## src/rtl/uart_core_fifo.sv

```systemverilog
// uart_core_fifo: oversampled full-duplex UART with show-ahead RX FIFO; parity bit enabled by UART_PARITY_EN
module uart_core_fifo #(
    parameter logic [23:0] BAUD_RATE  = 24'd9600,
    parameter logic [27:0] CLOCK_FREQ = 28'd100000000,
    parameter int          OVERSAMPLE = 16,
    parameter int          DATA_BITS  = 8,
    parameter int          STOP_BITS  = 1,
    parameter int          FIFO_DEPTH = 4,
    parameter bit          PARITY_ODD = 1'b0
) (
    input  logic                          clk_int,
    input  logic                          uart_reset,
    input  logic [DATA_BITS-1:0]          uart_transmit_data,
    input  logic                          uart_tx_start,
    output logic                          uart_tx_ready,
    output logic                          uart_tx_d_out,
    input  logic                          uart_rx_d_in,
    output logic [DATA_BITS-1:0]          uart_received_data,
    output logic                          uart_rx_valid,
    input  logic                          uart_rx_pop,
    output logic                          uart_rx_frame_err,
    output logic                          uart_rx_parity_err,
    output logic                          uart_rx_overrun,
    output logic [$clog2(FIFO_DEPTH):0]   uart_rx_count
);
    localparam int DIV_RAW = int'(CLOCK_FREQ) / (int'(BAUD_RATE) * OVERSAMPLE);
    localparam int DIV = DIV_RAW < 1 ? 1 : DIV_RAW;
    localparam int DW = DIV > 1 ? $clog2(DIV) : 1;
    localparam int TW = $clog2(OVERSAMPLE);
    localparam int AW = $clog2(FIFO_DEPTH);
    localparam int EW = DATA_BITS + 2;
`ifdef UART_PARITY_EN
    localparam bit PAR_EN = 1'b1;
`else
    localparam bit PAR_EN = 1'b0;
`endif

    typedef enum logic [2:0] {S_IDLE, S_ARM, S_START, S_DATA, S_PAR, S_STOP, S_BRK} state_t;

    logic [DW-1:0] div_cnt;
    logic          tick;

    assign tick = div_cnt == DW'(DIV - 1);

    always_ff @(posedge clk_int) begin
        if (uart_reset) div_cnt <= '0;
        else div_cnt <= tick ? '0 : div_cnt + DW'(1);
    end

    state_t                tx_state, tx_state_n;
    logic [TW-1:0]         tx_tcnt;
    logic [3:0]            tx_bcnt;
    logic [DATA_BITS-1:0]  tx_shift;
    logic                  tx_par;
    logic                  tx_end;

    assign tx_end = tick && tx_tcnt == TW'(OVERSAMPLE - 1);

    // ARM holds the line high until the divider's next tick so the start bit is a full bit long
    always_comb begin
        tx_state_n = tx_state;
        case (tx_state)
            S_IDLE:  if (uart_tx_start) tx_state_n = tick ? S_START : S_ARM;
            S_ARM:   if (tick) tx_state_n = S_START;
            S_START: if (tx_end) tx_state_n = S_DATA;
            S_DATA:  if (tx_end && tx_bcnt == 4'(DATA_BITS - 1)) tx_state_n = PAR_EN ? S_PAR : S_STOP;
            S_PAR:   if (tx_end) tx_state_n = S_STOP;
            S_STOP:  if (tx_end && tx_bcnt == 4'(STOP_BITS - 1)) tx_state_n = S_IDLE;
            default: tx_state_n = S_IDLE;
        endcase
    end

    always_ff @(posedge clk_int) begin
        if (uart_reset) begin
            tx_state <= S_IDLE;
            tx_tcnt  <= '0;
            tx_bcnt  <= '0;
            tx_shift <= '0;
            tx_par   <= 1'b0;
        end else begin
            tx_state <= tx_state_n;
            if (tx_state_n != tx_state) begin
                tx_tcnt <= '0;
                tx_bcnt <= '0;
            end else if (tick) begin
                tx_tcnt <= tx_end ? '0 : tx_tcnt + TW'(1);
                if (tx_end) begin
                    tx_bcnt  <= tx_bcnt + 4'd1;
                    tx_shift <= tx_shift >> 1;
                end
            end
            if (tx_state == S_IDLE && uart_tx_start) begin
                tx_shift <= uart_transmit_data;
                tx_par   <= ^uart_transmit_data ^ PARITY_ODD;
            end
        end
    end

    assign uart_tx_ready = tx_state == S_IDLE;
    assign uart_tx_d_out = tx_state == S_START ? 1'b0 :
                           tx_state == S_DATA  ? tx_shift[0] :
                           tx_state == S_PAR   ? tx_par : 1'b1;

    logic [1:0]            rx_sync;
    logic                  rx_s;
    state_t                rx_state, rx_state_n;
    logic [TW-1:0]         rx_tcnt;
    logic [3:0]            rx_bcnt;
    logic [DATA_BITS-1:0]  rx_shift;
    logic                  rx_perr;
    logic                  rx_end;
    logic                  rx_push;

    assign rx_s    = rx_sync[1];
    assign rx_end  = tick && rx_tcnt == (rx_state == S_START ? TW'(OVERSAMPLE / 2 - 1) : TW'(OVERSAMPLE - 1));
    assign rx_push = rx_state == S_STOP && rx_end;

    always_comb begin
        rx_state_n = rx_state;
        case (rx_state)
            S_IDLE:  if (tick && !rx_s) rx_state_n = S_START;
            S_START: if (rx_end) rx_state_n = rx_s ? S_IDLE : S_DATA;
            S_DATA:  if (rx_end && rx_bcnt == 4'(DATA_BITS - 1)) rx_state_n = PAR_EN ? S_PAR : S_STOP;
            S_PAR:   if (rx_end) rx_state_n = S_STOP;
            S_STOP:  if (rx_end) rx_state_n = rx_s ? S_IDLE : S_BRK;
            S_BRK:   if (rx_s) rx_state_n = S_IDLE;
            default: rx_state_n = S_IDLE;
        endcase
    end

    always_ff @(posedge clk_int) begin
        if (uart_reset) begin
            rx_sync  <= 2'b11;
            rx_state <= S_IDLE;
            rx_tcnt  <= '0;
            rx_bcnt  <= '0;
            rx_shift <= '0;
            rx_perr  <= 1'b0;
        end else begin
            rx_sync  <= {rx_sync[0], uart_rx_d_in};
            rx_state <= rx_state_n;
            if (rx_state_n != rx_state) begin
                rx_tcnt <= '0;
                rx_bcnt <= '0;
            end else if (tick) begin
                rx_tcnt <= rx_end ? '0 : rx_tcnt + TW'(1);
                if (rx_end) rx_bcnt <= rx_bcnt + 4'd1;
            end
            if (rx_end && rx_state == S_DATA) rx_shift <= {rx_s, rx_shift[DATA_BITS-1:1]};
            if (rx_end && rx_state == S_PAR) rx_perr <= rx_s ^ (^rx_shift) ^ PARITY_ODD;
        end
    end

    logic [EW-1:0] mem [FIFO_DEPTH];
    logic [AW-1:0] wr_ptr, rd_ptr;
    logic [AW:0]   count;
    logic          full, pop, wr;
    logic [EW-1:0] head;

    assign full = count == (AW + 1)'(FIFO_DEPTH);
    assign pop  = uart_rx_pop && uart_rx_valid;
    assign wr   = rx_push && (!full || pop);
    assign head = mem[rd_ptr];

    always_ff @(posedge clk_int) begin
        if (wr) mem[wr_ptr] <= {rx_shift, !rx_s, rx_perr};
    end

    always_ff @(posedge clk_int) begin
        if (uart_reset) begin
            wr_ptr          <= '0;
            rd_ptr          <= '0;
            count           <= '0;
            uart_rx_overrun <= 1'b0;
        end else begin
            if (wr) wr_ptr <= wr_ptr + AW'(1);
            if (pop) rd_ptr <= rd_ptr + AW'(1);
            count           <= count + (AW + 1)'(wr) - (AW + 1)'(pop);
            uart_rx_overrun <= rx_push && full && !pop;
        end
    end

    assign uart_rx_valid      = count != '0;
    assign uart_rx_count      = count;
    assign uart_received_data = head[EW-1:2];
    assign uart_rx_frame_err  = uart_rx_valid & head[1];
    assign uart_rx_parity_err = PAR_EN & uart_rx_valid & head[0];
endmodule

```

## config.mk

```make
export PLATFORM = sky130hd
export DESIGN_NAME = uart_core_fifo
export DESIGN_NICKNAME = d
export VERILOG_FILES = /design/src/rtl/uart_core_fifo.sv
export SDC_FILE = /design/constraint.sdc
export NUM_CORES = 1
export LEC_CHECK = 0
export ABC_AREA = 1
export CAP_MARGIN = 20
export CORE_MARGIN = 10
export CORE_UTILIZATION = 63
export DETAILED_ROUTE_END_ITERATION = 12
export PLACE_DENSITY = 0.87
export SYNTH_ARGS = -nofsm -noshare
export SYNTH_HDL_FRONTEND = slang
export SYNTH_SLANG_ARGS = --single-unit
```

## constraint.sdc

```tcl
create_clock -name clk_int -period 5.3 [get_ports clk_int]
set_clock_uncertainty 0.1 [all_clocks]
set_input_delay 0.53 -clock clk_int [delete_from_list [all_inputs] [get_ports clk_int]]
set_output_delay 0.53 -clock clk_int [all_outputs]
set_load 0.01 [all_outputs]
```

Word-level counts from Yosys, hierarchy flattened. Memories as Yosys holds them, arrays and structs flattened. A register that Yosys moved wholly into a read port is not among the register bits. Cells that the tools add are included.

Bits in registers: 60. Memory bits (writable): 40. Bits of input ports: 13. Logic and storage cells: 110. Memories kept: 1.

Memory list: mem (words 4, bits a word 10, rd ports 1, clocked after memory_dff 1, write ports 1, RTL line 154) `logic [EW-1:0] mem [FIFO_DEPTH];`.

Add/subtract/negate cells: 9. Eq/ne operators: 19. Mux-type cells: 31. Bitwise gates (word level): 2. Reductions and logical operators: 32.

Operators with widths (number): $mux W3 (13); $pmux W3 S6 (2); $mux W8 (4); $eq A3 B3 Y1 const B (6); $add A4 B1 Y4 const B (4); $reduce_xor A8 Y1 (2); $logic_and A1 B1 Y1 (14); $eq A3 B2 Y1 const B (4); $mux W4 (3); $add A10 B1 Y10 const B (1); $eq A10 B10 Y1 const B (1); $eq A4 B3 Y1 const B (2); $mux W2 (4); $logic_not A3 Y1 (2); $ne A3 B3 Y1 (2); $reduce_or A2 Y1 (3); $mux W1 (5); $add A2 B1 Y2 const B (2); $eq A4 B4 Y1 (1); $eq A4 B4 Y1 const B (1); $logic_not A4 Y1 (1); $reduce_and A2 Y1 (2); $reduce_bool A2 Y1 (2); $add A3 B1 Y3 (1); 9 further kinds (11).

Logic depth before layout (Yosys ltp).
Word-level depth: 9. Depth in mapped cells: 16. Gate-level depth less buffers: 16.

Least setup slack after synthesis. Ideal clock, no wire load.

Path type: register -> register. Start: register div_cnt[0]. End: register count[2], in the netlist uart_rx_count[2]. Arrival: 2.467 ns. Slack: 2.605 ns. Stages on the path, launching flop included: 16. Clock period less this slack: 2.695 ns. Cells stage by stage: dfxtp_1 -> inv_1 -> ha_1 -> nand2_2 -> nor2_4 -> nand3_4 -> nor3_4 -> nand4_1 -> ha_1 -> inv_1 -> ha_1 -> inv_1 -> fa_1 -> xor2_1 -> o21ai_0 -> a21oi_1.

Longest elaborated chain between the ends: 6.

Ends and longest elaborated chain: start: declaration (RTL line 40) `logic [DW-1:0] div_cnt;`; start signal: assignment (RTL line 47) `else div_cnt <= tick ? '0 : div_cnt + DW'(1);`; $eq A10 B10 Y1 (RTL line 43) `assign tick = div_cnt == DW'(DIV - 1);`; $logic_and A1 B1 Y1 (RTL line 115) `assign rx_end = tick && rx_tcnt == (rx_state == S_START ? TW'(OVERSAMPLE / 2 - 1) : TW'(OVERSAMPLE - 1));`; $logic_and A1 B1 Y1 (RTL line 116) `assign rx_push = rx_state == S_STOP && rx_end;`; $logic_and A1 B1 Y1 (RTL line 162) `assign wr = rx_push && (!full || pop);`; $add A3 B1 Y3 (RTL line 178) `count <= count + (AW + 1)'(wr) - (AW + 1)'(pop);`; $sub A3 B1 Y3 (RTL line 178); end signal: assignment (RTL line 178); end: declaration (RTL line 156) `logic [AW:0] count;`.

No other way between the ends. A chain may end at the register's enable or synchronous reset.

Worst setup path after layout. Ends and elaborated chain as after synthesis.

==> results.json <==
{
  "hp-class": "register to register",
  "rows": 30,
  "antenna_found_initial": 0,
  "cp-start-kind": "register",
  "hold_viol_final": 0,
  "cpMaxStageDelayCell": "ha_1",
  "relSlewSlack_pct": 41.7,
  "initial_utilization_pct": 65.7,
  "required_ps": 5490,
  "maxCapViolCount": 0,
  "cts_root_buf": "clkbuf_8",
  "insertion_delay_ps": 350,
  "grt_setup_unrepaired": "false",
  "arrival_ps": 3340,
  "cts_hold_buf": 0,
  "synth_most_common_cell": "nor2_1",
  "cts_buffer_depth": 2,
  "finish.instance_area_um2": 5080,
  "drive_above_1_share_pct": 11.3,
  "wire_per_inst_um": 13.4,
  "cts_tree": "done",
  "grt_pass1_vias": 3266,
  "final_util_pct": 73.6,
  "post-route-drc-count": 0,
  "synthCells": 509,
  "timing.final.crit_share_pct": 59.5,
  "firstDrtPassIters": 5,
  "async_reset_ff_share_pct": 0,
  "fp.coreArea_um2": 6910,
  "grt_use_total_pct": 15.6,
  "synth_area_leader_cell": "dfxtp_1",
  "synthTopCellsByCount": "nor2_1, inv_1, dfxtp_1, nand2_1, o21ai_0",
  "dp_hpwl_um": 6220,
  "max_stage_delay_ps": 400,
  "setup_violations": 0,
  "synthesis.nets": 536,
  "synth_edf_count": 36,
  "drtIter0Drc": 212,
  "ir_worst_vdd_mv": 0.215,
  "max_freq_ghz": 0.317,
  "die-height_um": 105,
  "fin_crit_ps": 3150,
  "fill_cells": 494,
  "finalSetupTns_ps": 0,
  "grt-ovfl-total": 0,
  "synth.top_cell.area_share_pct": 26.9,
  "ys_types": 45,
  "outcome": "finished clean",
  "gp_congestion": 0.910,
  "path_max_fanout": 15,
  "ant_nets": 0,
  "die_area_um2": 11000,
  "synthTopCellsByArea": "dfxtp_1, edfxtp_1, nor2_1, inv_1, nand2_1",
  "diodes": 0,
  "worstMarginPinSlew_ps": 871,
  "route.vias.total": 3415,
  "die_x_um": 105,
  "cts_num_sinks": 97,
  "portBuffers": 28,
  "power.density_nw_per_um2": 322,
  "cp-end-kind": "register",
  "ios": 30,
  "p_leak_uw": 0.00204,
  "ys_seq_elements": 97,
  "htree_levels": 3,
  "synth_seq_area_share_pct": 50.7,
  "post_cts_buffers": 0,
  "dp.cells": 622,
  "routed_wl_um": 8550,
  "cts_buffers": 9,
  "post_cts_resized": 0,
  "grt_pass1_wl_um": 14700,
  "final_nets": 564,
  "area_growth_pct": 11.9,
  "netlist_area_um2": 4540,
  "final-instance-count-excl-fill": 638,
  "syn_area_per_cell_um2": 8.92,
  "crit_chain": "inv_1 -> ha_1 -> nand2_2 -> nor2_4 -> nand3_4 -> nor3_4 -> nand4_1 -> ha_1 -> inv_1 -> ha_1 -> inv_1 -> fa_1 -> xor2_1 -> o21ai_0 -> a21oi_1",
  "clk_pin_slew_ps": 100,
  "ys.flop_type": "dfxtp_1",
  "critPathKind": "register to register",
  "vias_per_cell": 5.35,
  "holdWs_ps": 341,
  "ys_warn_count": 0,
  "grt_max_degree": 26,
  "drv_slew": 0,
  "placed_area_um2": 4890
}
-- metrics by stage --
| step | power (µW) | setup WS [ps] |
|---|---|---|
| floorplan | 1050 | 2600 |
| global placement | 1180 | 2340 |
| detailed placement | 1190 | 2200 |
| CTS | 1650 | 2130 |
| global route | 1730 | 1830 |
| finish | 1630 | 2150 |
-- per-layer routing --
layer	wire length [µm]	GRT usage, %	vias to the layer above
met3	409	4.12	8
met5	0	0	-
met1	3630	17.8	1583
met4	65	3.82	0
met2	4450	28.1	79
li1	-	-	1745
-- flip-flops by register name, summed over array words and instances, names as in the netlist, named ones only --
| register | count |
|---|---|
| div_cnt | 10 |
| mem | 36 |
| rd_ptr | 2 |
| rx_bcnt | 4 |
| rx_shift | 8 |
| rx_state | 3 |
| rx_sync | 2 |
| rx_tcnt | 4 |
| tx_bcnt | 4 |
| tx_par | 1 |
| tx_shift | 8 |
| tx_state | 3 |
| tx_tcnt | 4 |
| uart_rx_count | 3 |
| uart_rx_overrun | 1 |
| wr_ptr | 2 |
-- power breakdown --
group	leakage [µW]	switching [µW]	internal (µW)
sequential	0.000905	37.7	797
clock	0.0000959	273	185
combinational	0.00104	179	162
-- critical path: cells and delay by family, from the launching register on --
| kind | cells | cell delay [ps] |
|---|---|---|
| XOR/XNOR | 1 | 190 |
| AO/OA/AOI/OAI | 2 | 280 |
| adder cells (fa/ha/maj) | 4 | 1080 |
| AND/OR/NAND/NOR | 5 | 930 |
| buffers and inverters | 3 | 160 |
| flip-flops | 1 | 340 |
-- worst paths after layout --
| path | depth (start not counted) | endpoint | startpoint | slack [ps] |
|---|---|---|---|---|
| min | 1 | rx_sync[1] | rx_sync[0] | 340 |
| max reg2reg | 15 | uart_rx_count[2] | div_cnt[0] | 2150 |
| min reg2reg | 1 | rx_sync[1] | rx_sync[0] | 340 |
| max | 15 | uart_rx_count[2] | div_cnt[0] | 2150 |
-- cells by family after synthesis --
logic type               Yosys count  share of synthesized area [%]
XOR/XNOR                          16                           3.09
other                              1                         0.0826
AO/OA/AOI/OAI                     86                           10.2
adder cells (fa/ha/maj)           14                           4.02
AND/OR/NAND/NOR                  209                           23.6
flip-flops                        97                           50.7
multiplexers                       6                           1.32
buffers and inverters             80                           7.00
-- placed cells by master (no fill, tap or decap), drive strengths merged, types with 2 or more instances in the layout --
master / synthesis / layout
nor2: 77 / 77
nor4: 2 / 2
o22ai: 9 / 9
clkdlybuf4s50: 0 / 28
ha: 13 / 13
a31oi: 3 / 3
xnor2: 7 / 7
xor2: 9 / 9
nor3b: 5 / 5
clkbuf: 8 / 9
dfxtp: 61 / 61
nor3: 7 / 7
nand2: 68 / 68
inv: 69 / 74
nand4: 14 / 14
mux2i: 6 / 6
edfxtp: 36 / 36
nand3: 29 / 29
a21oi: 31 / 31
or2: 6 / 6
o21ai: 40 / 40
-- final cells by class --
type	instances	area [µm²]	share of cell area [%]
clock inverters	7	70.1	1.38
clock buffers	9	124	2.44
multi-input cells	332	1920	37.8
repair buffers	28	280	5.52
flip-flops and latches	97	2300	45.3
well taps	96	120	2.36
inverters	69	264	5.20
No activity file was read; power rests on OpenSTA's default activity.
